<file path="config.mk">
export PLATFORM = sky130hd
export DESIGN_NAME = pwmrx_multi
export DESIGN_NICKNAME = d
export VERILOG_FILES = /design/src/rtl/pwmrx_multi.sv
export SDC_FILE = /design/constraint.sdc
export NUM_CORES = 1
export LEC_CHECK = 0
export CAP_MARGIN = 20
export CORE_AREA = 4 4 343 176
export CTS_CLUSTER_SIZE = 40
export DETAILED_ROUTE_END_ITERATION = 12
export DIE_AREA = 0 0 347 180
export PLACE_DENSITY = 0.54
export RECOVER_POWER = 25
export SLEW_MARGIN = 10
export SYNTH_ARGS = -nofsm -noshare
export SYNTH_HDL_FRONTEND = slang
export SYNTH_SLANG_ARGS = --single-unit
</file>
<file path="constraint.sdc">
create_clock -name clk_in -period 4 [get_ports clk_in]
set_input_delay 0.8 -clock clk_in [delete_from_list [all_inputs] [get_ports clk_in]]
set_output_delay 0.8 -clock clk_in [all_outputs]
set_load 0.05 [all_outputs]
</file>
<file path="src/rtl/pwmrx_multi.sv">
// pwmrx_multi: CHANNELS independent RC/servo PWM high-time receivers.
// Each channel synchronises its input, measures the high time in clk_in
// cycles, range-checks it, strobes update_out on acceptance and flags the
// channel stale when no pulse is accepted within TIMEOUT_CYCLES.
// Optional feature: define PWMRX_GLITCH_FILTER_EN to insert a level filter
// that ignores input changes shorter than GLITCH_CYCLES cycles.
module pwmrx_multi #(
  parameter int CHANNELS       = 4,
  parameter int SIZE           = 32,
  parameter int SYSCLK         = 25000000,
  parameter int MIN_WIDTH      = 12500,
  parameter int MAX_WIDTH      = 62500,
  parameter int TIMEOUT_CYCLES = 625000,
  parameter int GLITCH_CYCLES  = 4
) (
  input  logic                     clk_in,
  input  logic                     reset_n_in,
  input  logic [CHANNELS-1:0]      pulse_in,
  output logic [CHANNELS*SIZE-1:0] r_width_out,
  output logic [CHANNELS-1:0]      valid_out,
  output logic [CHANNELS-1:0]      update_out,
  output logic [CHANNELS-1:0]      timeout_out
);

  typedef enum logic [1:0] {
    WAIT_LOW = 2'd0,
    ARMED    = 2'd1,
    HIGH     = 2'd2
  } state_t;

  if (MIN_WIDTH > MAX_WIDTH || CHANNELS < 1 || GLITCH_CYCLES < 1 || SYSCLK < 1) begin : g_bad_cfg
    $error("pwmrx_multi: invalid parameters (MIN_WIDTH > MAX_WIDTH, CHANNELS < 1, GLITCH_CYCLES < 1 or SYSCLK < 1)");
  end

`ifdef PWMRX_GLITCH_FILTER_EN
  localparam int GW = (GLITCH_CYCLES < 2) ? 1 : $clog2(GLITCH_CYCLES);
`endif

  // Counters stick at all-ones instead of wrapping.
  function automatic logic [SIZE-1:0] sat_inc(input logic [SIZE-1:0] v);
    return (&v) ? v : v + SIZE'(1);
  endfunction

  // Acceptance window for a measured width, compared at 64 bits so that
  // limits larger than the counter range still behave sensibly.
  function automatic logic in_range(input logic [SIZE-1:0] w);
    return (64'(w) >= 64'(MIN_WIDTH)) && (64'(w) <= 64'(MAX_WIDTH));
  endfunction

  // True once the stale counter has reached the timeout threshold.
  function automatic logic tmo_reached(input logic [SIZE-1:0] v);
    return 64'(v) >= 64'(TIMEOUT_CYCLES);
  endfunction

  for (genvar ch = 0; ch < CHANNELS; ch++) begin : g_ch
    logic            sync_p0, sync_p1, vld_p0, vld_p1;
    logic            s, vld_s;
    logic            lvl_p2, lvl_p3, vld_p2;
    logic            rise, fall;
    state_t          st_q, st_d;
    logic [SIZE-1:0] wcnt_q, wcnt_d;
    logic            accept;
    logic [SIZE-1:0] width_q, tmo_q, tmo_inc;
    logic            upd_q, valid_q, tmo_flag_q;

    // ---- stage p0/p1: two-flop synchroniser; vld marks real samples ----
    // Synchronise the raw pin and track how far real samples have travelled.
    always_ff @(posedge clk_in or negedge reset_n_in) begin
      if (!reset_n_in) begin
        sync_p0 <= 1'b0;
        sync_p1 <= 1'b0;
        vld_p0  <= 1'b0;
        vld_p1  <= 1'b0;
      end else begin
        sync_p0 <= pulse_in[ch];
        sync_p1 <= sync_p0;
        vld_p0  <= 1'b1;
        vld_p1  <= vld_p0;
      end
    end

`ifdef PWMRX_GLITCH_FILTER_EN
    logic [GW-1:0] flt_cnt;
    logic          flt_lvl, flt_vld;

    // ---- filter: level follows the input only after GLITCH_CYCLES stable samples ----
    // Count consecutive samples that disagree with the filtered level.
    always_ff @(posedge clk_in or negedge reset_n_in) begin
      if (!reset_n_in) begin
        flt_cnt <= '0;
        flt_lvl <= 1'b0;
        flt_vld <= 1'b0;
      end else begin
        if (vld_p1 && (sync_p1 == flt_lvl)) flt_vld <= 1'b1;
        if (sync_p1 == flt_lvl) begin
          flt_cnt <= '0;
        end else if (flt_cnt == GW'(GLITCH_CYCLES - 1)) begin
          flt_lvl <= sync_p1;
          flt_cnt <= '0;
        end else begin
          flt_cnt <= flt_cnt + GW'(1);
        end
      end
    end

    assign s     = flt_lvl;
    assign vld_s = flt_vld;
`else
    assign s     = sync_p1;
    assign vld_s = vld_p1;
`endif

    // ---- stage p2: edge-detect register ----
    // Register the level twice so edges come from two clean samples.
    always_ff @(posedge clk_in or negedge reset_n_in) begin
      if (!reset_n_in) begin
        lvl_p2 <= 1'b0;
        lvl_p3 <= 1'b0;
        vld_p2 <= 1'b0;
      end else begin
        lvl_p2 <= s;
        lvl_p3 <= lvl_p2;
        vld_p2 <= vld_s;
      end
    end

    assign rise = lvl_p2 & ~lvl_p3;
    assign fall = ~lvl_p2 & lvl_p3;

    // Measurement FSM state and width counter.
    always_ff @(posedge clk_in or negedge reset_n_in) begin
      if (!reset_n_in) begin
        st_q   <= WAIT_LOW;
        wcnt_q <= '0;
      end else begin
        st_q   <= st_d;
        wcnt_q <= wcnt_d;
      end
    end

    // Next state: a pulse is only measured after a real low sample, so a
    // line already high when reset releases is never reported.
    always_comb begin
      st_d   = st_q;
      wcnt_d = wcnt_q;
      accept = 1'b0;
      case (st_q)
        WAIT_LOW: begin
          if (vld_p2 && !lvl_p2) st_d = ARMED;
        end
        ARMED: begin
          if (rise) begin
            st_d   = HIGH;
            wcnt_d = SIZE'(1);
          end
        end
        HIGH: begin
          if (fall) begin
            st_d   = ARMED;
            accept = in_range(wcnt_q);
          end else begin
            wcnt_d = sat_inc(wcnt_q);
          end
        end
        default: st_d = WAIT_LOW;
      endcase
    end

    assign tmo_inc = sat_inc(tmo_q);

    // ---- stage p3: output register ----
    // Publish accepted widths; an acceptance overrides a coincident timeout.
    always_ff @(posedge clk_in or negedge reset_n_in) begin
      if (!reset_n_in) begin
        width_q    <= '0;
        upd_q      <= 1'b0;
        valid_q    <= 1'b0;
        tmo_flag_q <= 1'b0;
        tmo_q      <= '0;
      end else begin
        upd_q <= accept;
        if (accept) begin
          width_q    <= wcnt_q;
          valid_q    <= 1'b1;
          tmo_flag_q <= 1'b0;
          tmo_q      <= '0;
        end else begin
          tmo_q <= tmo_inc;
          if (tmo_reached(tmo_inc)) begin
            tmo_flag_q <= 1'b1;
            valid_q    <= 1'b0;
          end
        end
      end
    end

    assign r_width_out[ch*SIZE +: SIZE] = width_q;
    assign update_out[ch]               = upd_q;
    assign valid_out[ch]                = valid_q;
    assign timeout_out[ch]              = tmo_flag_q;
  end

endmodule

</file>
==> results of run 1 <==
state kept, by name, indices dropped and copies added (netlist names):
signal / cells
g_ch.st_q: 8
g_ch.vld_p0: 1
g_ch.wcnt_q: 128
g_ch.valid_q: 4
g_ch.upd_q: 4
g_ch.width_q: 128
g_ch.s: 4
g_ch.lvl_p3: 4
g_ch.tmo_q: 128
g_ch.vld_p1: 1
g_ch.lvl_p2: 4
g_ch.sync_p0: 4
g_ch.vld_p2: 1
g_ch.tmo_flag_q: 4
cells by family after synthesis:
group | after synthesis
compound gates | 232
xor+xnor | 215
fa+ha+maj | 12
buf+inv | 162
flops | 423
mux | 82
other cells | 1
simple gates | 1052
final cells by class:
class,count,area share
Clock buffer,56,0.0481
Clock inverter,23,0.0107
Inverter,44,0.00653
Multi-Input combinational cell,1594,0.410
Sequential cell,423,0.418
Tap cell,768,0.0380
Timing Repair Buffer,172,0.0680
cells in the mapped netlist (13+ instances only):
library cell / instances / area, um^2
nand2_1: 137 / 514
buf_4: 18 / 135
xor2_1: 106 / 928
dfrtp_1: 423 / 10600
nor3_1: 50 / 250
mux2i_1: 13 / 130
mux2_2: 68 / 766
a31oi_1: 14 / 87.6
nand3_1: 114 / 571
nor3b_1: 14 / 105
nor2_1: 301 / 1130
or3_1: 30 / 188
o21ai_0: 44 / 220
clkbuf_1: 55 / 206
a21oi_1: 50 / 250
nor2b_1: 86 / 538
nor4_1: 46 / 288
and2_1: 21 / 131
xnor2_1: 109 / 955
buf_2: 36 / 180
inv_1: 42 / 158
and4_1: 36 / 315
and3_1: 40 / 250
nand4_1: 76 / 475
nand2b_1: 16 / 100
metrics by stage:
stage	setup WS (ns)	hold WS [ns]	power [mW]
3_5_place_dp	0.912	0.336	5.00
3_3_place_gp	0.988	0.332	4.99
2_1_floorplan	1.41	0.331	4.78
5_1_grt	0.376	0.370	9.60
4_1_cts	0.900	0.231	9.36
6_report	0.867	0.349	9.17
metal layers:
layer / routed length, um / global-route usage
met1: 24400 / 0.224
met2: 23100 / 0.257
met3: 1770 / 0.0286
met4: 679 / 0.0282
met5: 13 / 0
final timing paths:
path / startpoint / end / slack [ns]
max: g_ch[0].tmo_q[0] / g_ch[0].tmo_flag_q / 0.87
max in group asynchronous: reset_n_in / g_ch[1].width_q[29] / 1.00
max reg2reg: g_ch[0].tmo_q[0] / g_ch[0].tmo_flag_q / 0.87
min in group asynchronous: reset_n_in / g_ch[0].wcnt_q[20] / 0.87
min: g_ch[1].sync_p0 / g_ch[1].s / 0.35
min reg2reg: g_ch[1].sync_p0 / g_ch[1].s / 0.35
power groups by stage:
stage / logic, mW / clock network (mW) / registers, mW
4_1_cts: 0.419 / 4.44 / 4.50
5_1_grt: 0.469 / 4.62 / 4.52
2_1_floorplan: 0.258 / 0 / 4.52
6_report: 0.401 / 4.27 / 4.50
3_3_place_gp: 0.412 / 0 / 4.58
3_5_place_dp: 0.418 / 0 / 4.58
cells in the final DEF (no fill, tap or decap), types with 42 or more instances in the layout:
master	netlist	routed
a21oi_1	50	50
clkbuf_16	0	44
clkdlybuf4s50_1	0	140
dfrtp_1	423	423
inv_1	42	42
mux2_2	68	68
nand2_1	137	137
nand3_1	114	114
nand4_1	76	76
nor2_1	301	301
nor2b_1	86	86
nor3_1	50	50
nor4_1	46	45
o21ai_0	44	44
xnor2_1	109	109
xor2_1	106	106
==> results.py, run 1 <==
metrics = {
    "global_route": {
        "grt_pass1_vias": 15710,
        "grt_pass1_wl_um": 83900,
        "grt_usage": 0.158,
        "grt_overflow": 0,
        "antenna_found_initial": 2,
        "grt_max_degree": 85,
    },
    "cells_and_area": {
        "drive_gt1_frac": 0.104,
        "design_area_um2": 25300,
        "antennaDiodeCount": 0,
        "postLayoutCoreUtil": 0.443,
        "layout.nets": 2296,
        "multi_input_area_um2": 10400,
        "regArea_um2": 10600,
        "areaGrowthSynthToFinish_pct": 16.6,
        "fillers": 5553,
        "stdcell_count": 3080,
    },
    "synthesis": {
        "synth_cells": 2179,
        "synth_compound_area_frac": 0.0768,
        "async_reset_ff_frac": 1.00,
        "synth_top_family_by_area": "simple AND/OR/NAND/NOR gates",
        "synth_edf_count": 0,
        "synth_xor_area_frac": 0.0868,
        "syn_area_um2": 21700,
        "postSynthAreaPerCell_um2": 9.96,
        "synth_mux_area_frac": 0.0418,
        "synth_fp_nets": 2197,
        "synth-seq-area-share": 0.488,
        "yosysUniqueCellTypes": 106,
        "yosys_register_bits": 423,
        "synthAdderAreaFrac": 0.00692,
        "ys_warn_count": 0,
        "yosys.area_share.simple": 0.264,
        "ys.flop_type": "dfrtp_1",
    },
    "floorplan": {
        "die_y_um": 180,
        "core_um2": 57100,
        "rows": 62,
        "ios": 146,
        "start_util": 0.380,
        "die-area_um2": 62500,
        "dieWidth_um": 347,
    },
    "critical_path": {
        "start_kind": "register",
        "critPathMaxStageDelay_ns": 0.57,
        "end_kind": "register",
        "worstPathRequired_ns": 4.44,
        "r2r_cells": 9,
        "path_delay_family": "simple AND/OR/NAND/NOR gates",
        "slowest_stage": "nand4_1",
        "cp.depth": 9,
        "crit_top_cell": "nand4_1",
        "crit_buf_inv": 0,
        "cp.arrival_ns": 3.57,
        "worstPathCellList": "ha_1, nand3_1, nor2_1, nand4_1, nand4_1, mux2_2, o22ai_1, and4b_1, a31oi_1",
        "crit_path_max_fanout": 13,
        "crit_type": "reg -> reg",
    },
    "placement": {
        "dpl_cell_area_um2": 23800,
        "place_congestion": 0.825,
        "port_buffers": 145,
        "dp_hpwl_um": 34300,
        "place_inst": 3001,
    },
    "route": {
        "wire_per_inst_um": 16.2,
        "drt_iter0_drc": 1013,
        "via_per_inst": 5.18,
        "vias": 15947,
        "ant_nets": 0,
        "drc": 0,
        "firstDrtPassIters": 5,
        "wl_um": 49900,
    },
    "power_and_ir_drop": {
        "p_comb_frac": 0.044,
        "seqPwrFrac": 0.491,
        "netSwitchingFraction": 0.240,
        "p_leak_nw": 10.9,
        "power.density_nw_per_um2": 363,
        "power.internal_mw": 6.98,
        "clkPwrFrac": 0.466,
        "ir_drop_mv": 0.248,
        "switchingPower_mw": 2.20,
    },
    "min_path": {
        "holdCritPathClass": "reg -> reg",
        "hold_depth": 0,
    },
    "cts": {
        "ctsLongestPathBuffers": 3,
        "clk_pin_slew_worst_paths_ns": 0.07,
        "numCtsBuffers": 43,
        "cts.sinks": 423,
        "clock-root-buffer": "clkbuf_16",
        "cts.hold.buffers_added": 0,
        "post_cts_resized": 0,
        "htree_levels": 2,
        "clk_latency_ns": 0.57,
        "cts_tree": "done",
        "postCtsSetupRepairBufs": 0,
    },
    "sta": {
        "fmax_ghz": 0.319,
        "setup_tns_ns": 0,
        "fin_crit_ns": 3.13,
        "finalCritPeriodShare": 0.783,
        "drv_slew": 80,
        "hold_violations": 0,
        "tightest_slew_ns": 2.28,
        "slew_headroom": -0.518,
        "setup_viol": 0,
        "clock_skew_ns": 0.0230,
        "rsz0062_at_grt": "no",
    },
    "flow_run": {
        "cap_violations": 1,
    },
    "run_status": {
        "status": "finished with violations",
        "violations": "max-capacitance violations, max-slew violations",
    },
}
Power figures use the tool's default switching activity.
==> inputs of run 2 (changes only) <==
==> constraint.sdc (replaced) <==
create_clock -name clk_in -period 3.1 [get_ports clk_in]
set_input_delay 0.62 -clock clk_in [delete_from_list [all_inputs] [get_ports clk_in]]
set_output_delay 0.62 -clock clk_in [all_outputs]
set_load 0.05 [all_outputs]
==> run 2 against run 1 <==
The run still ends with max-capacitance violations, max-slew violations left; core utilization increased by 0.68 points; clock power increased by 35%; global-route usage increased by 0.48 points; setup slack got worse by 0.63 ns; critical path depth decreased by 1; sequential share of layout area decreased by 0.63 points; total power increased by 32%; clock-buffer cell count increased by 3; worst hold slack got worse by 0.00095 ns; clock skew decreased by 0.0095 ns; combinational power increased by 32%; final area increased by 1.5%; critical path type unchanged.
==> results.py, run 2 (synthesized netlist as in run 1, its figures left out) <==
metrics = {
    "cts": {
        "cts_tree": "done",
        "cts.hold.buffers_added": 0,
        "clock-root-buffer": "clkbuf_16",
        "ctsLongestPathBuffers": 3,
        "cts.sinks": 423,
        "post_cts_resized": 0,
        "postCtsSetupRepairBufs": 0,
        "numCtsBuffers": 42,
        "htree_levels": 2,
        "clk_latency_ns": 0.56,
        "clk_pin_slew_worst_paths_ns": 0.07,
    },
    "placement": {
        "dp_hpwl_um": 35300,
        "port_buffers": 145,
        "place_congestion": 0.842,
    },
    "route": {
        "via_per_inst": 5.21,
        "wl_um": 50800,
        "firstDrtPassIters": 5,
        "wire_per_inst_um": 16.3,
        "drt_iter0_drc": 885,
        "vias": 16261,
        "ant_nets": 0,
        "drc": 0,
    },
    "power_and_ir_drop": {
        "switchingPower_mw": 2.80,
        "ir_drop_mv": 0.278,
        "p_comb_frac": 0.044,
        "power.density_nw_per_um2": 472,
        "power.internal_mw": 9.32,
        "p_leak_nw": 11.2,
        "netSwitchingFraction": 0.231,
        "seqPwrFrac": 0.479,
        "clkPwrFrac": 0.477,
    },
    "cells_and_area": {
        "layout.nets": 2336,
        "drive_gt1_frac": 0.118,
        "postLayoutCoreUtil": 0.450,
        "layout_commonest_cell": "dfrtp_1",
        "final_cell_mix": "423 x dfrtp_1, 301 x nor2_1, 140 x clkdlybuf4s50_1",
        "reg_top3": "g_ch.tmo_q: 128 flops, g_ch.wcnt_q: 128 flops, g_ch.width_q: 128 flops",
        "antennaDiodeCount": 0,
        "areaGrowthSynthToFinish_pct": 18.4,
    },
    "critical_path": {
        "slowest_stage": "or4_4",
        "worstPathCellList": "nand4_2, or4_4, a2111oi_4, nand3_1, xor2_1, nand4_1, a2111oi_2, a31oi_1",
        "cp.arrival_ns": 3.30,
        "critPathMaxStageDelay_ns": 0.62,
        "end_kind": "register",
        "start_kind": "register",
        "worstPathRequired_ns": 3.53,
        "crit_path_max_fanout": 7,
        "crit_type": "reg -> reg",
    },
    "global_route": {
        "grt-busiest-layer": "met2",
        "grt_pass1_vias": 16424,
        "globalRouteMet2Util": 0.270,
        "grt_pass1_wl_um": 86100,
        "antenna_found_initial": 2,
        "use_met3": 0.0254,
        "grt_max_degree": 71,
        "grt_usage": 0.163,
        "met1_usage": 0.222,
        "grt_overflow": 0,
    },
    "sta": {
        "tightest_slew_ns": 1.97,
        "slew_headroom": -0.315,
        "rsz0062_at_grt": "no",
        "clock_skew_ns": 0.0134,
        "drv_slew": 68,
        "fmax_ghz": 0.349,
        "finalCritPeriodShare": 0.925,
        "hold_violations": 0,
        "fin_crit_ns": 2.87,
        "setup_tns_ns": 0,
        "setup_viol": 0,
    },
    "flow_run": {
        "cap_violations": 1,
    },
    "run_status": {
        "status": "finished with violations",
        "violations": "max-capacitance violations, max-slew violations",
    },
    "floorplan": {
        "ios": 146,
        "core_um2": 57100,
        "die-area_um2": 62500,
        "start_util": 0.380,
        "rows": 62,
        "die_y_um": 180,
        "dieWidth_um": 347,
    },
    "min_path": {
        "holdCritPathClass": "reg -> reg",
    },
}
==> run 2: cell types whose count changed in the layout (fill, tap and decap cells not counted), moves of 3 or more <==
cell,before,now
clkbuf_1,5,8
bufinv_16,5,8
buf_4,20,59
clkinv_2,11,3
==> run 2: worst max-delay path: cells and delay by family, from the launching register on <==
family	cells	cell delay [ns]
xor gates and xnor gates	1	0.20
AOI/OAI and AO/OA	3	0.91
DFF	1	0.47
and+or+nand+nor	4	1.16
==> run 2: layer usage <==
| metal | vias up | routed length (um) |
|---|---|---|
| met5 | - | 10 |
| met4 | 2 | 1180 |
| met3 | 80 | 1570 |
| met2 | 201 | 24100 |
| met1 | 8010 | 24000 |
| li1 | 7968 | - |
==> run 2: power groups by stage <==
stage          sequential [mW]  clock, mW  combinational (mW)
2_1_floorplan             5.84          0               0.333
4_1_cts                   5.81       5.99               0.558
3_3_place_gp              5.91          0               0.550
3_5_place_dp              5.91          0               0.556
6_report                  5.81       5.78               0.531
5_1_grt                   5.83       6.22               0.624
==> run 2: final timing paths <==
check / startpoint / to / slack [ns] / cells after the start
min reg2reg: g_ch[0].sync_p0 / g_ch[0].s / 0.35 / 0
min in group asynchronous: reset_n_in / g_ch[0].wcnt_q[17] / 0.57 / 1
max in group asynchronous: reset_n_in / g_ch[2].tmo_q[13] / 0.66 / 2
min: g_ch[0].sync_p0 / g_ch[0].s / 0.35 / 0
max: g_ch[2].tmo_q[9] / g_ch[2].tmo_flag_q / 0.23 / 8
max reg2reg: g_ch[2].tmo_q[9] / g_ch[2].tmo_flag_q / 0.23 / 8
==> run 2: metrics by stage <==
stage               worst slack, ns  cells  instance area [um^2]  power, mW  hold WS [ns]
finish                        0.233   3119                 25700       12.1         0.348
global route                 0.0136   3119                 25700       12.7         0.356
CTS                           0.187   3119                 25700       12.4        0.0219
detailed placement            0.188   3042                 24100       6.47         0.335
global placement              0.235   3042                 24100       6.46         0.333
floorplan                     0.513   2179                 21700       6.17         0.324
==> run 2: cell type report <==
class | count | area (um^2)
clock buffer | 59 | 1260
clock inverter | 18 | 312
fill | 5476 | 31400
inverter | 44 | 165
multi-input combinational | 1594 | 10400
sequential | 423 | 10600
tap | 768 | 961
timing repair buffer | 213 | 2010
